**src/rtl/board_ram_arbiter.sv**
```systemverilog
// Round-robin arbiter for the single-port board RAM shared by the game FSM,
// apple placer and video scanner, with a built-in full-board clear sequence.
module board_ram_arbiter #(
    parameter int WIDTH  = 32,
    parameter int HEIGHT = 16,
    parameter int RD_LAT = 1
) (
    input  logic        clk,
    input  logic        rst,
    input  logic [2:0]  req,
    input  logic [2:0]  we,
    input  logic [14:0] req_x,
    input  logic [11:0] req_y,
    input  logic [11:0] req_din,
    output logic [2:0]  ack,
    output logic [3:0]  rdata,
    input  logic        clr,
    output logic        clr_busy,
    output logic [4:0]  ram_x,
    output logic [3:0]  ram_y,
    output logic [3:0]  ram_in,
    output logic        ram_rd,
    output logic        ram_wr,
    input  logic [3:0]  ram_out
);

    localparam logic [4:0] X_LAST   = 5'(WIDTH - 1);
    localparam logic [3:0] Y_LAST   = 4'(HEIGHT - 1);
    localparam logic [1:0] LAT_LAST = 2'(RD_LAT - 1);

    typedef enum logic [2:0] {IDLE, STROBE, WAIT, DONE, CLEAR} state_t;

    state_t     state;
    logic [1:0] last_grant;
    logic [1:0] grant;
    logic [1:0] lat_cnt;
    logic       clr_pending;
    logic       is_write;

    logic [1:0] next_grant;
    logic       sel_we;
    logic [4:0] sel_x;
    logic [3:0] sel_y;
    logic [3:0] sel_din;

    // First asserted request scanning upward from the requester after last_grant.
    function automatic logic [1:0] rr_pick(input logic [2:0] r, input logic [1:0] last);
        logic [1:0] pick;
        logic       found;
        int         idx;
        pick  = last;
        found = 1'b0;
        for (int k = 1; k <= 3; k++) begin
            idx = (int'(last) + k) % 3;
            if (!found && r[2'(idx)]) begin
                pick  = 2'(idx);
                found = 1'b1;
            end
        end
        return pick;
    endfunction

    always_comb begin
        next_grant = rr_pick(req, last_grant);
        sel_we     = we[next_grant];
        case (next_grant)
            2'd0: begin
                sel_x   = req_x[4:0];
                sel_y   = req_y[3:0];
                sel_din = req_din[3:0];
            end
            2'd1: begin
                sel_x   = req_x[9:5];
                sel_y   = req_y[7:4];
                sel_din = req_din[7:4];
            end
            default: begin
                sel_x   = req_x[14:10];
                sel_y   = req_y[11:8];
                sel_din = req_din[11:8];
            end
        endcase
    end

    assign clr_busy = clr_pending;

    always_ff @(posedge clk) begin
        if (rst) begin
            state       <= IDLE;
            last_grant  <= 2'd2;
            grant       <= 2'd0;
            lat_cnt     <= 2'd0;
            clr_pending <= 1'b0;
            is_write    <= 1'b0;
            ack         <= 3'b000;
            rdata       <= 4'd0;
            ram_x       <= 5'd0;
            ram_y       <= 4'd0;
            ram_in      <= 4'd0;
            ram_rd      <= 1'b0;
            ram_wr      <= 1'b0;
        end else begin
            ack <= 3'b000;
            // A clear request arriving mid-transaction waits here until IDLE.
            if (clr && state != CLEAR) begin
                clr_pending <= 1'b1;
            end
            case (state)
                IDLE: begin
                    if (clr_pending || clr) begin
                        state  <= CLEAR;
                        ram_x  <= 5'd0;
                        ram_y  <= 4'd0;
                        ram_in <= 4'd0;
                        ram_wr <= 1'b1;
                    end else if (|req) begin
                        grant      <= next_grant;
                        last_grant <= next_grant;
                        is_write   <= sel_we;
                        ram_x      <= sel_x;
                        ram_y      <= sel_y;
                        ram_in     <= sel_din;
                        ram_wr     <= sel_we;
                        ram_rd     <= ~sel_we;
                        state      <= STROBE;
                    end
                end
                STROBE: begin
                    if (is_write) begin
                        ram_wr     <= 1'b0;
                        ack[grant] <= 1'b1;
                        state      <= DONE;
                    end else begin
                        lat_cnt <= 2'd0;
                        state   <= WAIT;
                    end
                end
                WAIT: begin
                    if (lat_cnt == LAT_LAST) begin
                        rdata      <= ram_out;
                        ram_rd     <= 1'b0;
                        ack[grant] <= 1'b1;
                        state      <= DONE;
                    end else begin
                        lat_cnt <= lat_cnt + 2'd1;
                    end
                end
                DONE: begin
                    state <= IDLE;
                end
                CLEAR: begin
                    if (ram_x == X_LAST && ram_y == Y_LAST) begin
                        ram_wr      <= 1'b0;
                        clr_pending <= 1'b0;
                        state       <= IDLE;
                    end else if (ram_x == X_LAST) begin
                        ram_x <= 5'd0;
                        ram_y <= ram_y + 4'd1;
                    end else begin
                        ram_x <= ram_x + 5'd1;
                    end
                end
                default: begin
                    state <= IDLE;
                end
            endcase
        end
    end

endmodule

```
**config.mk**
```make
export PLATFORM = sky130hd
export DESIGN_NAME = board_ram_arbiter
export DESIGN_NICKNAME = d
export VERILOG_FILES = /design/src/rtl/board_ram_arbiter.sv
export SDC_FILE = /design/constraint.sdc
export NUM_CORES = 1
export LEC_CHECK = 0
export ABC_AREA = 1
export BUFFER_PORTS_ARGS = -buffer_cell sky130_fd_sc_hd__buf_2
export CORE_MARGIN = 5
export CORE_UTILIZATION = 54
export DETAILED_ROUTE_END_ITERATION = 16
export PLACE_DENSITY = 0.9
export SYNTH_ARGS = -nofsm -noshare
export SYNTH_HDL_FRONTEND = slang
export SYNTH_SLANG_ARGS = --single-unit
```
**constraint.sdc**
```tcl
create_clock -name clk -period 5.15 [get_ports clk]
set_clock_uncertainty 0.15 [all_clocks]
set_input_delay 0.2575 -clock clk [delete_from_list [all_inputs] [get_ports clk]]
set_output_delay 0.2575 -clock clk [all_outputs]
set_load 0.01 [all_outputs]
```
==> flow_summary.toml, run 1 <==
[pwr]
combPwrFrac_pct = 54.9
p_sw_uw = 574
swShare_pct = 48.0
power.total_uw = 1200
power.density_mw_per_mm2 = 457
p_int_uw = 623
pwr-share-seq_pct = 28.1
peakVddDrop_v = 0.000255
clkPwrFrac_pct = 17.0
power.leakage_uw = 0.00132

[placed_design]
dp_cells = 445
hpwlAfterDp_mm = 4.65
port_buffers = 74
place_ws_ns = 2.20
place_congestion = 0.882

[cts]
cts.clk_slew.worst_paths_ns = 0.07
cts_tree = "built"
cts_max_level = 2
cts-resized-gates = 0
clock_sink_count = 32
cts_buffers = 5
cts.hold.buffers_added = 0
clock_latency_ns = 0.29
ctsLongestPathBuffers = 2
cts_setup_buffers = 0
cts_root_buffer = "clkbuf_8"

[timing]
timing.slew.headroom_pct = 55.0
fin_ws_ns = 2.10
fmax_mhz = 327
rsz0062_at_grt = "no"
layout_min_cycle_time_ns = 3.05
slew_violations = 0
finalCritPeriodShare_pct = 59.3
setup_tns_ns = 0
tightestPinTransition_ns = 0.673
setup_viol = 0
final-hold-violation-count = 0

[global_routing]
grt_antenna_before_repair = 0
grt_max_degree = 31
track_usage_pct = 22.5
first_global_vias = 2288
grt_pass1_wl_mm = 9.64
gr-total-overflow = 0

[finish]
fin_nets = 462
utilization_pct = 66.5
drive_gt1_share_pct = 24.1
num_antenna_cells = 0
final_cell_count_no_fill = 453
area_growth_pct = 20.7
n_fill_cell = 357

[worst_hold_path]
worst_hold_path_type = "in -> reg"
hp-start = "ram_out[3]"

[yosys]
synth_top_area_cell = "dfxtp_1"
yosysUniqueCellTypes = 31
syn-cell-area_sq_mm = 0.00217
syn_nets = 393
synth_common_cells = "nand3_1 (68), nand2_1 (62), inv_1 (39)"
ys_ff_latch = 32
yosysMostFrequentCell = "nand3_1"
synth.area.top_cells = "dfxtp_1 (30%), nand3_1 (16%), nand2_1 (11%), inv_1 (6.7%), a21oi_1 (6.5%)"
async_flop_share_pct = 0
ys.flop_type = "dfxtp_1"
synth_top_area_share_pct = 29.5
ys_seq_area_share_pct = 29.5
netlist_instances = 333
yosysWarningCount = 0
syn_avg_cell_area_sq_um = 6.52
synth_edf_count = 0

[worst_setup_path]
cpPeakStageDelay_ns = 0.52
startpoint_type = "flip-flop"
endpoint_kind = "flip-flop"
cp_num_buf_inv = 2
crit_chain = "inv_1 > ha_1 > inv_2 > nand2_1 > nand3_2 > nand2_2 > nand3_1 > nand2_1 > nor2_4 > nand3_2 > nand3_1 > nand3_1 > nand2_1 > a21oi_1"
crit_family = "simple AND/OR/NAND/NOR gates"
startpoint = "last_grant[1]"
worstReg2RegStart = "last_grant[1]"
crit_required_ns = 5.16
path_class = "reg -> reg"
cp_slowest_cell = "nor2_4"
arrival_ns = 3.06
cp_max_fo = 30

[detailed_routing]
drt_pass1_iterations = 5
viasPerCell = 5.57
drcViolationCount = 0
drtIter0Drc = 192
vias = 2524
drt-total-wl_mm = 6.00
wl_per_cell_microns = 13.3
ant_nets = 0

[floorplanning]
core_sq_mm = 0.00394
pin_count = 75
rows = 23
initial_core_util_pct = 55.1
dieHeight_microns = 73.4
die_w_microns = 73.4
die-area_sq_mm = 0.00539

[outcome]
status = "finished, final reports clean"

[run]
drv_cap = 0
==> power by group through the flow <==
stage          Clock (uW)  Combinational, uW  Sequential (uW)
2_1_floorplan           0                512              348
3_3_place_gp            0                630              338
3_5_place_dp            0                644              340
4_1_cts               209                650              334
5_1_grt               218                733              341
6_report              204                657              336
==> worst min-delay path: cells and delay by family <==
family	cells	cell delay, ns
AOI/OAI and AO/OA	1	0.06
buffers and inverters	1	0.09
and+or+nand+nor	1	0.06
==> worst paths after layout <==
kind / end / slack (ns) / cells past startpoint
max: ram_in[0] / 2.10 / 14
min: rdata[3] / 0.08 / 3
max reg2reg: ram_in[0] / 2.10 / 14
min reg2reg: rdata[1] / 0.31 / 2
==> cell families (layout without fill, tap and decap cells) <==
group	count (synthesis)	in the layout	share of synthesized area [%]
compound gates	54	54	13.9
buf+inv	54	124	10.8
simple gates	184	184	40.7
flops	32	32	29.5
fa+ha+maj	8	8	4.61
xor+xnor	1	1	0.404
==> per-layer routing <==
metal  track usage, %  vias to the layer above  share of wire, %
met1             27.0                     1119                41
met4             7.85                        0               2.7
met5                0                        -                 0
met3             6.16                       21               8.1
li1                 -                     1271                 -
met2             38.5                      113                48
==> flip-flops by register name, indices dropped and copies added, names as in the netlist <==
register,flops
ram_in,4
is_write,1
clr_busy,1
ram_x,5
ack,3
state,3
ram_rd,1
grant,1
lat_cnt,2
ram_y,4
last_grant,2
rdata,4
ram_wr,1
==> area by class of cell <==
class	instances	area (sq um)	share of cell area (%)
multi-input cells	247	1290	49.4
clock buffers	7	86.3	3.30
well taps	50	62.6	2.39
inverters	42	158	6.02
repair buffers	74	370	14.1
clock inverters	1	7.51	0.287
flip-flops and latches	32	641	24.5
==> metrics by stage <==
stage	instance area (sq um)	hold WS, ns
CTS	2620	0.0748
floorplan	2170	0.274
finish	2620	0.0830
global placement	2530	0.295
global route	2620	0.0966
detailed placement	2530	0.300
==> layout by cell type, fill, tap and decap left out <==
| cell type | netlist | routed |
|---|---|---|
| nor2_4 | 2 | 2 |
| a21oi_1 | 28 | 28 |
| o311ai_0 | 1 | 1 |
| nand2_2 | 2 | 2 |
| a21boi_0 | 1 | 1 |
| nand2_1 | 62 | 62 |
| nor2_2 | 1 | 1 |
| o31ai_1 | 1 | 1 |
| ha_1 | 8 | 8 |
| buf_2 | 5 | 74 |
| inv_1 | 39 | 39 |
| o21ai_1 | 1 | 1 |
| xor2_1 | 1 | 1 |
| a211oi_1 | 3 | 3 |
| a31oi_1 | 1 | 1 |
| nor3_1 | 6 | 6 |
| clkbuf_8 | 0 | 6 |
| nand3_1 | 68 | 68 |
| a21oi_2 | 1 | 1 |
| clkbuf_1 | 2 | 1 |
| inv_2 | 3 | 3 |
| dfxtp_1 | 32 | 32 |
| nand3_2 | 4 | 4 |
| clkinvlp_4 | 0 | 1 |
| or2_2 | 2 | 2 |
| o21ai_0 | 13 | 13 |
| nand3_4 | 1 | 1 |
| nor2_1 | 22 | 22 |
| nand4_1 | 14 | 14 |
| o211ai_1 | 4 | 4 |
No activity file was read; power rests on OpenSTA's default activity.
==> run 2, diff against run 1 <==
--- a/config.mk
+++ b/config.mk
@@ -8,9 +8,9 @@
 export ABC_AREA = 1
 export BUFFER_PORTS_ARGS = -buffer_cell sky130_fd_sc_hd__buf_2
 export CORE_MARGIN = 5
-export CORE_UTILIZATION = 54
+export CORE_UTILIZATION = 45
 export DETAILED_ROUTE_END_ITERATION = 16
-export PLACE_DENSITY = 0.9
+export PLACE_DENSITY = 0.81
 export SYNTH_ARGS = -nofsm -noshare
 export SYNTH_HDL_FRONTEND = slang
 export SYNTH_SLANG_ARGS = --single-unit
==> constraint.sdc (replaced) <==
create_clock -name clk -period 2.8 [get_ports clk]
set_clock_uncertainty 0.15 [all_clocks]
set_input_delay 0.14 -clock clk [delete_from_list [all_inputs] [get_ports clk]]
set_output_delay 0.14 -clock clk [all_outputs]
set_load 0.01 [all_outputs]
==> flow_summary.toml, run 2 (synthesized netlist as in run 1, its figures left out) <==
[outcome]
status = "finished, final reports clean"

[cts]
ctsLongestPathBuffers = 2
clock_sink_count = 32
cts_tree = "built"
clock_latency_ns = 0.28
cts_root_buffer = "clkbuf_8"
cts_max_level = 2
cts_setup_buffers = 0
cts_buffers = 5
cts.clk_slew.worst_paths_ns = 0.06

[placed_design]
place_congestion = 0.878
port_buffers = 74
dp_cells = 452
place_ws_ns = 0.226
hpwlAfterDp_mm = 4.67

[worst_setup_path]
reg2reg_setup_slack_ns = 0.23
endpoint_kind = "flip-flop"
cp_max_fo = 26
cp_slowest_cell = "ha_1"
cpPeakStageDelay_ns = 0.39
path_class = "reg -> reg"
endpoint = "ram_x[4]"
r2r_cells = 14
startpoint = "last_grant[1]"
cp_common_cell = "nand2_1"
timing.rr.end = "ram_x[4]"
crit_chain = "inv_1 > ha_1 > inv_2 > nand2_1 > nand3_2 > nand2_2 > nand3_1 > nand2_1 > nor2_4 > buf_6 > nand4_1 > nand3_1 > nand2_1 > a21oi_1"
crit_required_ns = 2.87
arrival_ns = 2.64
worstReg2RegStart = "last_grant[1]"
startpoint_type = "flip-flop"

[floorplanning]
pin_count = 75
core_sq_mm = 0.00469
dieHeight_microns = 79.5
die_w_microns = 79.5
initial_core_util_pct = 46.3
rows = 25
die-area_sq_mm = 0.00631

[detailed_routing]
wl_per_cell_microns = 12.7
viasPerCell = 5.39
drt_pass1_iterations = 4
drcViolationCount = 0
ant_nets = 0
drtIter0Drc = 156
drt-total-wl_mm = 5.90
vias = 2502

[timing]
rsz0062_at_grt = "no"
layout_min_cycle_time_ns = 2.57
fmax_mhz = 389
finalCritPeriodShare_pct = 91.8
setup_viol = 0
fin_ws_ns = 0.230
tightestPinTransition_ns = 0.521
setup_tns_ns = 0
timing.slew.headroom_pct = 65.1
hold_slack_ns = 0.0301
final-hold-violation-count = 0
slew_violations = 0

[pwr]
power.density_mw_per_mm2 = 843
power.leakage_uw = 0.00136
peakVddDrop_v = 0.000446

[global_routing]
first_global_vias = 2376
gr-total-overflow = 0
grt_pass1_wl_mm = 9.97
grt.met3_usage_pct = 3.95
grtUsageMet2_pct = 34.4
track_usage_pct = 19.3
busiest_layer = "met2"
grt_antenna_before_repair = 0
met1_usage_pct = 23.2
grt_max_degree = 27

[finish]
final_cell_mix = "buf_2 (74), nand3_1 (68), nand2_1 (61)"
fin_nets = 469
largest-register = "ram_x"
layout_commonest_cell = "buf_2"
largest_reg_flops = 5
num_antenna_cells = 0
drive_gt1_share_pct = 24.9
final_cell_count_no_fill = 464
area_growth_pct = 25.3

[run]
drv_cap = 0

[worst_hold_path]
worst_hold_path_type = "in -> reg"
## run 2: area by class of cell
cell class | instances | area [sq um]
clock buffers | 6 | 72.6
clock inverters | 2 | 35.0
fillers | 468 | 1970
inverters | 42 | 158
multi-input cells | 247 | 1310
flip-flops and latches | 32 | 641
well taps | 54 | 67.6
repair buffers | 81 | 437
## run 2: timing repair
item                                    in CTS  in global routing
hold endpoints to repair                     4                  0
endpoints found under the setup margin       0                 10
hold buffers                                 4                  0
gates resized for setup                      0                  4
## run 2: layer usage
layer / wire [microns] / vias up
met5: 0 / -
met4: 127 / 0
met1: 2540 / 1105
met2: 2840 / 95
met3: 391 / 17
li1: - / 1285
## run 2: critical path, delay by kind of cell (launching register included)
family / cells / cell delay, ns
adders and majority gates: 1 / 0.39
buffers and inverters: 3 / 0.46
AOI/OAI and AO/OA: 1 / 0.13
DFF: 1 / 0.37
and+or+nand+nor: 9 / 0.98
## run 2: worst min-delay path by stage
stage / from / endpoint / slack, ns / cells after the start
detailed placement: ram_out[2] / rdata[2] / 0.28 / 3
floorplan: ram_out[0] / rdata[0] / 0.16 / 2
global placement: ram_out[2] / rdata[2] / 0.27 / 3
global route: clr / clr_busy / 0.05 / 3
CTS: clr / clr_busy / 0.03 / 3
finish: clr / clr_busy / 0.03 / 3
## run 2: stage by stage
stage          total power, uW  utilization, %  cell area [sq um]
6_report                  2290            58.0               2720
5_1_grt                   2500            58.0               2720
4_1_cts                   2280            57.6               2700
3_5_place_dp              1840            54.4               2550
3_3_place_gp              1830            54.4               2550
2_1_floorplan             1580               -               2170
## run 2: power by group
part / internal (uW) / leakage (uW) / switching, uW
Combinational: 443 / 0.00104 / 803
Clock: 264 / 0.0000552 / 166
Sequential: 543 / 0.000262 / 73.9
==> run 3, diff against run 2 <==
--- a/config.mk
+++ b/config.mk
@@ -8,9 +8,9 @@
 export ABC_AREA = 1
 export BUFFER_PORTS_ARGS = -buffer_cell sky130_fd_sc_hd__buf_2
 export CORE_MARGIN = 5
-export CORE_UTILIZATION = 45
+export CORE_UTILIZATION = 54
 export DETAILED_ROUTE_END_ITERATION = 16
-export PLACE_DENSITY = 0.81
+export PLACE_DENSITY = 0.9
 export SYNTH_ARGS = -nofsm -noshare
 export SYNTH_HDL_FRONTEND = slang
 export SYNTH_SLANG_ARGS = --single-unit
==> constraint.sdc (replaced) <==
create_clock -name clk -period 3.3 [get_ports clk]
set_clock_uncertainty 0.15 [all_clocks]
set_input_delay 0.165 -clock clk [delete_from_list [all_inputs] [get_ports clk]]
set_output_delay 0.165 -clock clk [all_outputs]
set_load 0.01 [all_outputs]
==> flow_summary.toml, run 3 (synthesized netlist as in run 1, its figures left out) <==
[cts]
cts_root_buffer = "clkbuf_8"
clock_latency_ns = 0.28
ctsLongestPathBuffers = 2
cts.clk_slew.worst_paths_ns = 0.06
cts_setup_buffers = 0
cts_max_level = 2
clock_sink_count = 32
cts_tree = "built"
cts.hold.buffers_added = 0
cts_buffers = 5
cts-resized-gates = 0

[timing]
rsz0062_at_grt = "no"
finalCritPeriodShare_pct = 82.6
slew_violations = 0
setup_tns_ns = 0
final-hold-violation-count = 0
setup_viol = 0
tightestPinTransition_ns = 0.667
timing.slew.headroom_pct = 55.4
layout_min_cycle_time_ns = 2.72
fmax_mhz = 367
fin_ws_ns = 0.575

[finish]
largest_reg_flops = 5
final_cell_mix = "buf_2 (74), nand3_1 (68), nand2_1 (62)"
drive_gt1_share_pct = 24.1
layout_commonest_cell = "buf_2"
largest-register = "ram_x"
area_growth_pct = 20.3
num_antenna_cells = 0
final_area_sq_mm = 0.00261
fin_nets = 463

[detailed_routing]
drt_pass1_iterations = 4
drcViolationCount = 0
drt-total-wl_mm = 5.70
drtIter0Drc = 114
ant_nets = 0
wl_per_cell_microns = 12.6
vias = 2467
viasPerCell = 5.45

[worst_setup_path]
path_class = "reg -> reg"
arrival_ns = 2.74
cp_max_fo = 15
crit_required_ns = 3.31
endpoint_kind = "flip-flop"
startpoint_type = "flip-flop"

[placed_design]
hpwlAfterDp_mm = 4.59
place_area_sq_mm = 0.00253
place_ws_ns = 0.616
port_buffers = 74
place_congestion = 0.874

[pwr]
combPwrFrac_pct = 56.2
power.leakage_uw = 0.00132
clkPwrFrac_pct = 15.2
p_sw_uw = 872
p_int_uw = 954
pwr-share-seq_pct = 28.6
power.total_uw = 1830
power.density_mw_per_mm2 = 699
peakVddDrop_v = 0.000432
swShare_pct = 47.8

[worst_hold_path]
worst_hold_path_type = "in -> reg"

[global_routing]
grt_max_degree = 19
grt_pass1_wl_mm = 9.47
gr-total-overflow = 0
first_global_vias = 2309
track_usage_pct = 22.2
grt_antenna_before_repair = 0

[floorplanning]
die_w_microns = 73.4
initial_core_util_pct = 55.1
dieHeight_microns = 73.4
pin_count = 75
die-area_sq_mm = 0.00539
rows = 23
core_sq_mm = 0.00394

[run]
drv_cap = 0

[outcome]
status = "finished, final reports clean"
[run 3: through the flow]
stage               utilization (%)  cells  hold slack, ns
floorplan                         -    333           0.181
global placement               64.3    446           0.292
detailed placement             64.3    446           0.297
CTS                            66.2    453        0.000664
global route                   66.2    453          0.0148
finish                         66.2    453         0.00504
[run 3: final timing paths]
check | start | to | slack [ns] | cells past startpoint
worst max-delay path | last_grant[1] | ram_x[3] | 0.58 | 12
worst min-delay path | ram_out[0] | rdata[0] | 0.005 | 3
worst max register to register | last_grant[1] | ram_x[3] | 0.58 | 12
worst min register to register | rdata[1] | rdata[1] | 0.31 | 2
[run 3: final cells by class]
class,instances,area [sq um]
timing repair buffer,75,378
clock buffer,6,72.6
fill,353,1330
inverter,42,158
multi-input combinational,247,1290
tap,50,62.6
sequential,32,641
clock inverter,1,5.00
[run 3: metal layers]
layer	GRT usage, %	wire length, microns	vias up
li1	-	-	1270
met1	25.2	2440	1093
met2	40.5	2760	93
met3	6.70	401	11
met4	5.23	96	0
met5	0	0	-
[run 3: power groups by stage]
stage / logic [uW] / clock network [uW] / registers [uW]
floorplan: 799 / 0 / 543
global placement: 995 / 0 / 528
detailed placement: 1020 / 0 / 528
CTS: 1020 / 281 / 522
global route: 1160 / 299 / 532
finish: 1030 / 277 / 523
[run 3: critical path, stage by stage, from the launching register on]
cell	delay, ns
dfxtp_1	0.37
inv_1	0.09
ha_1	0.39
o21ai_1	0.25
nand2_2	0.15
nand3_1	0.09
nand2_1	0.08
nor2_4	0.31
nand3_2	0.31
nand3_1	0.17
nand3_1	0.10
nand2_1	0.09
a21oi_2	0.05
